$ cat config.mk
export PLATFORM = sky130hd
export DESIGN_NAME = pll_lock_supervisor
export DESIGN_NICKNAME = d
export VERILOG_FILES = /design/src/rtl/pll_lock_supervisor_pkg.sv /design/src/rtl/pll_lock_supervisor_sync_bit.sv /design/src/rtl/pll_lock_supervisor.sv
export SDC_FILE = /design/constraint.sdc
export NUM_CORES = 1
export LEC_CHECK = 0
export ABC_AREA = 1
export BUFFER_PORTS_ARGS = -buffer_cell sky130_fd_sc_hd__buf_2
export CAP_MARGIN = 10
export CELL_PAD_IN_SITES_DETAIL_PLACEMENT = 0
export CELL_PAD_IN_SITES_GLOBAL_PLACEMENT = 1
export CORE_ASPECT_RATIO = 0.6
export CORE_MARGIN = 3
export CORE_UTILIZATION = 45
export DETAILED_ROUTE_END_ITERATION = 12
export PLACE_DENSITY_LB_ADDON = 0.1
export REMOVE_ABC_BUFFERS = 1
export SYNTH_ARGS = -nofsm -noshare
export SYNTH_HDL_FRONTEND = slang
export SYNTH_HIERARCHICAL = 1
export SYNTH_SLANG_ARGS = --single-unit
$ cat constraint.sdc
create_clock -name clock_in -period 2.47 [get_ports clock_in]
set_clock_uncertainty 0.05 [all_clocks]
set_input_delay 0.494 -clock clock_in [delete_from_list [all_inputs] [get_ports clock_in]]
set_output_delay 0.494 -clock clock_in [all_outputs]
set_load 0.05 [all_outputs]
$ cat src/rtl/pll_lock_supervisor_pkg.sv
// pll_lock_supervisor_pkg: state encoding and timer sizing shared by the PLL supervisor
package pll_lock_supervisor_pkg;
  typedef enum logic [2:0] {
    PLL_RST   = 3'd0,
    WAIT_LOCK = 3'd1,
    STABILIZE = 3'd2,
    RUN       = 3'd3,
    FAIL      = 3'd4
  } state_t;
  function automatic int tmr_w(input int a, input int b, input int c);
    int m;
    m = (a > b) ? a : b;
    m = (m > c) ? m : c;
    return (m < 2) ? 1 : $clog2(m);
  endfunction
endpackage

$ cat src/rtl/pll_lock_supervisor_sync_bit.sv
// sync_bit: flop chain bringing an asynchronous level into the clk domain
module sync_bit #(
  parameter int STAGES = 2
) (
  input  logic clk,
  input  logic rst,
  input  logic i_d,
  output logic o_q
);
  logic [STAGES-1:0] r_q;
  always_ff @(posedge clk) begin
    if (rst) r_q <= '0;
    else begin
      r_q[0] <= i_d;
      for (int k = 1; k < STAGES; k++) r_q[k] <= r_q[k-1];
    end
  end
  assign o_q = r_q[STAGES-1];
endmodule

$ cat src/rtl/pll_lock_supervisor.sv
// pll_lock_supervisor: sequences PLL reset/lock on the reference clock and gates the system reset
module pll_lock_supervisor
  import pll_lock_supervisor_pkg::*;
#(
  parameter int SYNC_STAGES        = 2,
  parameter int PLL_RESET_CYCLES   = 16,
  parameter int LOCK_TIMEOUT       = 12000,
  parameter int LOCK_STABLE_CYCLES = 1200,
  parameter int LOSS_FILTER        = 4,
  parameter int MAX_RETRIES        = 3,
  parameter int CNT_W              = 8
) (
  input  logic             clock_in,
  input  logic             reset,
  input  logic             locked,
  input  logic             restart_req,
  output logic             pll_resetb,
  output logic             sys_reset,
  output logic             ready,
  output logic             fail,
  output logic [3:0]       retry_count,
  output logic [CNT_W-1:0] loss_count,
  output logic [2:0]       state
);
  localparam int TW = tmr_w(PLL_RESET_CYCLES, LOCK_TIMEOUT, LOCK_STABLE_CYCLES);
  localparam int LW = (LOSS_FILTER < 2) ? 1 : $clog2(LOSS_FILTER);
  localparam logic [3:0] MAXR = 4'(MAX_RETRIES);
  state_t r_state, w_next;
  logic [TW-1:0] r_timer, w_timer;
  logic [LW-1:0] r_low, w_low;
  logic [3:0] w_retry;
  logic [CNT_W-1:0] w_loss;
  logic w_locked_s;
  sync_bit #(.STAGES(SYNC_STAGES)) u_sync (
    .clk (clock_in),
    .rst (reset),
    .i_d (locked),
    .o_q (w_locked_s)
  );
  always_comb begin
    w_next  = r_state;
    w_retry = retry_count;
    w_loss  = loss_count;
    w_low   = '0;
    case (r_state)
      PLL_RST:   if (r_timer == TW'(PLL_RESET_CYCLES - 1)) w_next = WAIT_LOCK;
      WAIT_LOCK: begin
        if (w_locked_s) w_next = STABILIZE;
        else if (r_timer == TW'(LOCK_TIMEOUT - 1)) begin
          w_next  = (retry_count == MAXR) ? FAIL : PLL_RST;
          w_retry = (retry_count == MAXR) ? retry_count : retry_count + 4'd1;
        end
      end
      STABILIZE: begin
        if (!w_locked_s) w_next = WAIT_LOCK;
        else if (r_timer == TW'(LOCK_STABLE_CYCLES - 1)) begin
          w_next  = RUN;
          w_retry = '0;
        end
      end
      RUN: begin
        // short low runs are absorbed; the low counter restarts on every locked cycle
        if (!w_locked_s && r_low == LW'(LOSS_FILTER - 1)) begin
          w_next = PLL_RST;
          w_loss = &loss_count ? loss_count : loss_count + CNT_W'(1);
        end else if (!w_locked_s) w_low = r_low + LW'(1);
      end
      FAIL:      w_next = FAIL;
      default:   w_next = PLL_RST;
    endcase
    if (restart_req) begin
      w_next  = PLL_RST;
      w_retry = '0;
      w_loss  = loss_count;
      w_low   = '0;
    end
    // timers hold in RUN/FAIL so they can never wrap
    w_timer = (restart_req || w_next != r_state) ? '0 :
              (r_state == RUN || r_state == FAIL) ? r_timer : r_timer + TW'(1);
  end
  always_ff @(posedge clock_in) begin
    if (reset) begin
      r_state     <= PLL_RST;
      r_timer     <= '0;
      r_low       <= '0;
      retry_count <= '0;
      loss_count  <= '0;
      pll_resetb  <= 1'b0;
      sys_reset   <= 1'b1;
      ready       <= 1'b0;
      fail        <= 1'b0;
    end else begin
      r_state     <= w_next;
      r_timer     <= w_timer;
      r_low       <= w_low;
      retry_count <= w_retry;
      loss_count  <= w_loss;
      pll_resetb  <= !(w_next == PLL_RST || w_next == FAIL);
      sys_reset   <= w_next != RUN;
      ready       <= w_next == RUN;
      fail        <= w_next == FAIL;
    end
  end
  assign state = r_state;
endmodule

# Word-level counts from Yosys, hierarchy flattened

Cells that the tools add are included.

Logic and storage cells: 65
Output and inout bits: 19
Bits in registers: 37
Bits of input ports: 4

Bitwise logic cells: 3
Mux-type cells: 15
Equality and inequality tests: 18
Reduce and logical (&&, ||, !) cells: 15
Add/subtract/negate cells: 4

Operators by type and width:

| operator                | count |
|---|---|
| $mux W3                 | 8 |
| $mux W4                 | 5 |
| $pmux W3 S5             | 1 |
| $add A14 B1 Y14 const B | 1 |
| $eq A14 B11 Y1 const B  | 1 |
| $eq A14 B14 Y1 const B  | 1 |
| $eq A14 B4 Y1 const B   | 1 |
| $eq A3 B2 Y1 const B    | 3 |
| $add A8 B1 Y8 const B   | 1 |
| $ne A2 B2 Y1 const B    | 4 |
| $pmux W4 S2             | 1 |
| $reduce_and A8 Y1       | 1 |
| $eq A3 B3 Y1 const B    | 2 |
| $logic_not A3 Y1        | 2 |
| $reduce_and A6 Y1       | 1 |
| $reduce_or A5 Y1        | 1 |
| $add A4 B1 Y4 const B   | 1 |
| $eq A4 B2 Y1 const B    | 1 |
| $reduce_and A4 Y1       | 1 |
| $reduce_or A2 Y1        | 2 |
| $eq A3 B1 Y1 const B    | 1 |
| $logic_or A1 B1 Y1      | 3 |
| $ne A3 B2 Y1 const B    | 1 |
| $ne A3 B3 Y1            | 1 |
| 7 further kinds         | 10 |

# Depth between registers and ports, before layout

Gate-level depths: netlist of run 1.

Word-level depth: 9
Gate-level depth with buffers: 13
Depth with buffers taken out: 11

# Modules after synthesis

Netlist of run 1, hierarchy kept.

Modules (own cells, without submodules):

| module              | area each (sq um) | cells an instance | sequential area each (sq um) | times used |
|---|---|---|---|---|
| pll_lock_supervisor | 1870.5            | 260               | 700.7                        | 1 |
| sync_bit            | 55.1              | 6                 | 40.0                         | 1 |

# Least setup slack after synthesis of run 1

Ideal clock, no wire load.

Kind: register to register
Start point: reg loss_count[1]
End point: reg loss_count[4]
Stages on the path, launching flop included: 9
Data required time: 2.301 ns
Buffers on the path: 0
Library setup time: 0.119 ns
Path slack: 0.468 ns
Clock period less this slack: 2.002 ns
Data arrival time: 1.833 ns
Cell sequence: dfxtp_1 > ha_1 > nand3_1 > nor2_1 > nand2_1 > nand2_1 > clkinv_1 > a41oi_1 > nor2_1

Cells in the longest elaborated chain, start to end: 3
Elaborated cells on any way between the ends: 4
Those cells by class: 1 x add/sub; 1 x bitwise; 2 x reduce/logical

RTL lines:

| item                                                  | RTL line                  | source |
|---|---|---|
| start, declared                                       | pll_lock_supervisor.sv:22 | `output logic [CNT_W-1:0] loss_count,` |
| start signal, assigned                                | pll_lock_supervisor.sv:97 | `loss_count <= w_loss;` |
| branches (longest 3 deep; another with $add A8 B1 Y8) | -                         |  |

Parallel ways; which one is timed is not known.
A chain may end at the register's enable or synchronous reset.

# Worst setup path after layout of run 1

Start point: reg r_timer[0]
End point: reg r_timer[7]

Cells in the longest elaborated chain, start to end: 8
Elaborated cells on any way between the ends: 14
Those cells by class: 1 x add/sub; 4 x eq/ne; 7 x mux; 2 x reduce/logical

RTL lines:

| item                                                    | RTL line                                             | source |
|---|---|---|
| start, declared                                         | pll_lock_supervisor.sv:29                            | `logic [TW-1:0] r_timer, w_timer;` |
| start signal, assigned                                  | pll_lock_supervisor.sv:94                            | `r_timer <= w_timer;` |
| $eq A14 B11 Y1 / $eq A14 B14 Y1 (equally long branches) | pll_lock_supervisor.sv:56, pll_lock_supervisor.sv:49 |  |
| $mux W3, on equally long branches                       | pll_lock_supervisor.sv:56, pll_lock_supervisor.sv:49 |  |
| $mux W3, on equally long branches                       | pll_lock_supervisor.sv:55, pll_lock_supervisor.sv:48 |  |
| $pmux W3 S5                                             | pll_lock_supervisor.sv:45                            | `case (r_state)` |
| $mux W3                                                 | pll_lock_supervisor.sv:71                            | `if (restart_req) begin` |
| $ne A3 B3 Y1                                            | pll_lock_supervisor.sv:78                            | `w_timer = (restart_req \|\| w_next != r_state) ? '0 :` |
| $logic_or A1 B1 Y1                                      | pll_lock_supervisor.sv:78                            |  |
| $reduce_or A2 Y1 (no source line)                       | -                                                    |  |

Parallel ways exist; a longest one is shown, timed or not.

==> impl_metrics.tcl, run 1 <==
set metrics [dict create \
    grt_overflow_total 0 \
    clk_latency_ns 0.29 \
    numCtsBuffers 5 \
    fillers 395 \
    cell_internal_pwr_uw 802 \
    status "complete, no violations" \
    globalRouteMet1Util 0.265 \
    use_met3 0.0428 \
    synth-seq-area-share 0.385 \
    n_antenna_cell 0 \
    clockBufferDepth 2 \
    clk_pin_slew_ns 0.08 \
    routed_wirelength_um 3990 \
    finalHoldViolCount 0 \
    synthesis.instances 266 \
    synthesis.area_mm2 0.00193 \
    max_slew_margin 0.742 \
    htreeDepth 2 \
    clockPowerShare 0.401 \
    ctsHoldBuffers 0 \
    ys_ff_latch 37 \
    most-common-layout-cells "nand2_1 (47), nor2_1 (40), dfxtp_1 (37)" \
    dieArea_mm2 0.00513 \
    met2_usage 0.215 \
    holdWs_ns 0.344 \
    layout_commonest_cell "nand2_1" \
    period_needed_ns 1.97 \
    grt_first_pass_wirelength_um 6960 \
    grt_antenna_before_repair 0 \
    wire_per_inst_um 11.4 \
    setup_violations 0 \
    crit_path_max_fanout 14 \
    worst_slack_ns 0.498 \
    die_y_um 56.7 \
    num_io_pins 23 \
    cts.sinks 37 \
    drv_cap 0 \
    via_count 1648 \
    p_comb_frac 0.026 \
    top_usage_layer "met1" \
    yosys_warnings 6 \
    gp_congestion 0.807 \
    maxSlewViolCount 0 \
    worstHoldPathType "input port to flip-flop" \
    grt_max_degree 15 \
    num_rows 17 \
    syn_avg_cell_area_um2 7.24 \
    final_util 0.555 \
    crit_required_ns 2.64 \
    worstSetupEndpointType "flip-flop" \
    place_hpwl_um 2990 \
    port_buffers 22 \
    clockRootBuffer "clkbuf_8" \
    finalCritPeriodShare 0.798 \
    pre_cts_ws_ns 0.519 \
    power.static_leakage_nw 0.924 \
    core_mm2 0.00389 \
    cp.arrival_ns 2.14 \
    first_pass_iters 4 \
    cts_resized 0 \
    route.detailed.drc 0 \
    tightest_slew_ns 0.387 \
    fin_tns_setup_ns 0 \
    power_frac_seq 0.573 \
    synth.distinct_cells 29 \
    track_usage 0.169 \
    clock.fmax_ghz 0.507 \
    grt_pass1_vias 1503 \
    post-cts-setup-buffer-count 0 \
    crit_type "flip-flop to flip-flop" \
    p_switching_uw 249 \
    vias_per_cell 4.72 \
    die_w_um 90.5 \
    start_util 0.495 \
    drt_iter0_markers 90 \
    rsz0062_at_grt "no" \
    cts_tree "done" \
    cellPowerDensity_mw_per_mm2 486 \
    start_kind "flip-flop" \
    swShare 0.237 \
    antenna_left 0 \
    max-vdd-ir-drop_mv 0.363 \
    nets 299 \
    drive_gt1_frac 0.209 \
    areaGrowthSynthToFinish_pct 12.3 \
]
==> layer usage <==
| layer | vias up | wire length (µm) |
|---|---|---|
| li1 | 904 | - |
| met1 | 714 | 2410 |
| met2 | 26 | 1380 |
| met3 | 4 | 148 |
| met4 | 0 | 47 |
| met5 | - | 0 |
==> state kept, by name (all words and copies together) (netlist names) <==
register	flops
r_timer	14
loss_count	8
retry_count	4
state	3
r_low	2
u_sync/r_q	2
fail	1
pll_resetb	1
ready	1
sys_reset	1
==> through the flow <==
stage	total power, mW	cells	area (µm²)
2_1_floorplan	0.633	262	1890
3_3_place_gp	0.644	341	2080
3_5_place_dp	0.644	341	2080
4_1_cts	1.06	349	2160
5_1_grt	1.10	349	2160
6_report	1.05	349	2160
==> worst max-delay path, stage by stage, from the launching register on <==
cell and delay (ns):
dfxtp_1 0.37, ha_1 0.22, nand3_2 0.13, nor2_1 0.11, nand3_1 0.13, nand2_1 0.08
nand2_1 0.09, clkinv_1 0.05, nand2_1 0.06, nand3_1 0.08, nand3_2 0.33, nor2_1 0.19
==> final timing paths <==
check | from | endpoint | slack, ns | depth (start not counted)
hold / removal | locked | u_sync/r_q[0] | 0.34 | 3
setup / recovery | r_timer[0] | r_timer[7] | 0.50 | 11
setup reg to reg | r_timer[0] | r_timer[7] | 0.50 | 11
hold reg to reg | u_sync/r_q[0] | u_sync/r_q[1] | 0.35 | 2
==> cells by family (layout without fill, tap and decap cells) <==
logic type | count (synthesis) | in the layout | synth area share
buffers and inverters | 38 | 64 | 0.0825
DFF | 37 | 37 | 0.385
and+or+nand+nor | 146 | 146 | 0.359
xor gates and xnor gates | 17 | 17 | 0.0773
AOI/OAI and AO/OA | 24 | 24 | 0.0702
adders and majority gates | 4 | 4 | 0.0260
==> cells in the mapped netlist, drive strengths merged <==
library cell	n	area, µm²
nand3	24	145
dfxtp	37	741
o21bai	1	7.51
o21a	1	7.51
xnor2	6	52.6
a31oi	2	12.5
o21ai	8	43.8
buf	3	27.5
clkbuf	1	3.75
nand2	51	201
ha	4	50.1
nor2	55	249
inv	32	120
clkinv	2	7.51
nor3b	1	7.51
nand4	9	56.3
nor3	4	20.0
nor4	2	12.5
a21oi	11	55.1
a41oi	1	8.76
xor2	11	96.3
==> cell type report <==
| type | count | area (µm²) | share of cell area |
|---|---|---|---|
| inverters | 34 | 128 | 0.0590 |
| well taps | 57 | 71.3 | 0.0330 |
| clock buffers | 5 | 68.8 | 0.0318 |
| repair buffers | 22 | 110 | 0.0509 |
| flip-flops and latches | 37 | 741 | 0.343 |
| multi-input cells | 191 | 1030 | 0.475 |
| clock inverters | 3 | 17.5 | 0.00810 |
==> power groups by stage <==
stage          Clock (mW)  Combinational, mW  Sequential (mW)
3_3_place_gp            0             0.0279            0.616
2_1_floorplan           0             0.0180            0.615
6_report            0.421             0.0275            0.602
5_1_grt             0.463             0.0309            0.603
4_1_cts             0.435             0.0278            0.602
3_5_place_dp            0             0.0277            0.616
No activity file was read; power rests on OpenSTA's default activity.
==> inputs of run 2 (changes only) <==
--- a/config.mk
+++ b/config.mk
@@ -12,7 +12,7 @@
 export CELL_PAD_IN_SITES_GLOBAL_PLACEMENT = 1
 export CORE_ASPECT_RATIO = 0.6
 export CORE_MARGIN = 3
-export CORE_UTILIZATION = 45
+export CORE_UTILIZATION = 41
 export DETAILED_ROUTE_END_ITERATION = 12
 export PLACE_DENSITY_LB_ADDON = 0.1
 export REMOVE_ABC_BUFFERS = 1
==> constraint.sdc (replaced) <==
create_clock -name clock_in -period 1.9 [get_ports clock_in]
set_clock_uncertainty 0.05 [all_clocks]
set_input_delay 0.38 -clock clock_in [delete_from_list [all_inputs] [get_ports clock_in]]
set_output_delay 0.38 -clock clock_in [all_outputs]
set_load 0.05 [all_outputs]
==> run 2 against run 1 <==
- critical path depth did not move
- power rose by 36%
- die area rose by 8.9%
- non-clock buffer count rose by 6
- clock power rose by 43%
- final area rose by 4.9%
- global-route usage fell by 0.68 points
- first-iteration DRC count rose by 11%
- critical endpoint is now r_timer[9]
==> impl_metrics.tcl, run 2 (synthesis gave the netlist of run 1 again) <==
set metrics [dict create \
    path_delay_family "simple AND/OR/NAND/NOR gates" \
    route.detailed.drc 0 \
    fillers 441 \
    status "complete, no violations" \
    nets 305 \
    stdcell_area_mm2 0.00227 \
    crit_path_top_delay_cell "dfxtp_1" \
    clock.fmax_ghz 0.555 \
    ff2ff_path_depth 11 \
    grt_first_pass_wirelength_um 7020 \
    num_io_pins 23 \
    crit_chain "ha_2 > nand3_4 > nor2_2 > nand3_2 > nand2_1 > nand2_1 > o21ai_2 > nand2_1 > nand3_2 > buf_12 > nor2_1" \
    crit_required_ns 2.03 \
    multi_input_area_mm2 0.00105 \
    whs_path_depth 3 \
    worst_path_most_repeated_cell "nand2_1" \
    core_mm2 0.00430 \
    regArea_um2 743 \
    n_antenna_cell 0 \
    via_count 1694 \
    cellPowerDensity_mw_per_mm2 630 \
    top_register "r_timer" \
    cts_tree "done" \
    routed_wirelength_um 4200 \
    reg_top3 "r_timer (14), loss_count (8), retry_count (4)" \
    clk_pin_slew_ns 0.07 \
    port_buffers 22 \
    layout_commonest_cell "nand2_1" \
    htreeDepth 2 \
    clk_latency_ns 0.29 \
    grt_antenna_before_repair 0 \
    drt_iter0_markers 100 \
    vias_per_cell 4.73 \
    numCtsBuffers 5 \
    max-vdd-ir-drop_mv 0.287 \
    first_pass_iters 4 \
    dieArea_mm2 0.00558 \
    finalHoldViolCount 0 \
    p_total_mw 1.43 \
    track_usage 0.162 \
    crit_path_max_fanout 14 \
    areaGrowthSynthToFinish_pct 17.7 \
    finalCritPeriodShare 0.949 \
    clockRootBuffer "clkbuf_8" \
    drive_gt1_frac 0.245 \
    largest_reg_flops 14 \
    maxSlewViolCount 0 \
    worstHoldPathType "input port to flip-flop" \
    cp.buffers_inverters 1 \
    max_slew_margin 0.790 \
    setup_violations 0 \
    wire_per_inst_um 11.7 \
    antenna_left 0 \
    tightest_slew_ns 0.312 \
    power.static_leakage_nw 0.965 \
    ctsHoldBuffers 0 \
    grt_pass1_vias 1464 \
    period_needed_ns 1.80 \
    start_util 0.448 \
    die_w_um 94.5 \
    cts.sinks 37 \
    grt_overflow_total 0 \
    cp_num_cells 11 \
    start_kind "flip-flop" \
    placed_cell_area_mm2 0.00213 \
    worstSetupEndpointType "flip-flop" \
    die_y_um 59.1 \
    gp_congestion 0.776 \
    cp.arrival_ns 1.94 \
    num_rows 18 \
    most-common-layout-cells "nand2_1 (47), nor2_1 (39), dfxtp_1 (35)" \
    drv_cap 0 \
    place_hpwl_um 3140 \
    max_stage_delay_ns 0.36 \
    clockBufferDepth 2 \
    crit_type "flip-flop to flip-flop" \
    grt_max_degree 15 \
]
run 2: stage by stage:
| step | utilization | hold slack (ns) | worst slack, ns | TNS [ns] | instances |
|---|---|---|---|---|---|
| floorplan | - | 0.338 | -0.102 | -0.458 | 262 |
| global placement | 0.495 | 0.355 | 0.103 | 0 | 349 |
| detailed placement | 0.495 | 0.363 | 0.0977 | 0 | 349 |
| CTS | 0.519 | 0.246 | 0.0811 | 0 | 357 |
| global route | 0.527 | 0.284 | -0.0344 | -0.218 | 358 |
| finish | 0.527 | 0.250 | 0.0968 | 0 | 358 |
run 2: timing repair:
item,CTS,global route
setup endpoints to repair,0,20
buffers inserted,0,1
gates resized for setup,0,8
run 2: final cells by class:
type                            instances  area share
Timing Repair Buffer                   28      0.0740
Clock inverter                          1     0.00221
Inverter                               34      0.0579
Sequential cell                        37       0.328
Multi-Input combinational cell        191       0.462
Clock buffer                            7      0.0425
Tap cell                               60      0.0331
run 2: path summary, 6_finish.rpt:
| path | startpoint | slack [ns] | to |
|---|---|---|---|
| max | r_timer[1] | 0.1 | r_timer[9] |
| min | locked | 0.25 | u_sync/r_q[0] |
| max reg2reg | r_timer[1] | 0.1 | r_timer[9] |
| min reg2reg | u_sync/r_q[0] | 0.37 | u_sync/r_q[1] |
run 2: tightest hold or removal path, cell delays in order:
cell and delay [ns]:
buf_2 0.08, inv_1 0.03, nor2_1 0.07
run 2: routing by layer:
layer / routed length (µm) / vias up / GRT usage
li1: - / 916 / -
met5: 0 / - / 0
met2: 1550 / 32 / 0.199
met3: 219 / 2 / 0.0457
met1: 2400 / 744 / 0.267
met4: 21 / 0 / 0.0370
run 2: where the power goes:
| part | switching, mW | total (mW) | internal [mW] |
|---|---|---|---|
| Clock | 0.276 | 0.604 | 0.328 |
| Combinational | 0.0262 | 0.0413 | 0.0151 |
| Sequential | 0.00388 | 0.783 | 0.779 |
| Total | 0.306 | 1.43 | 1.12 |
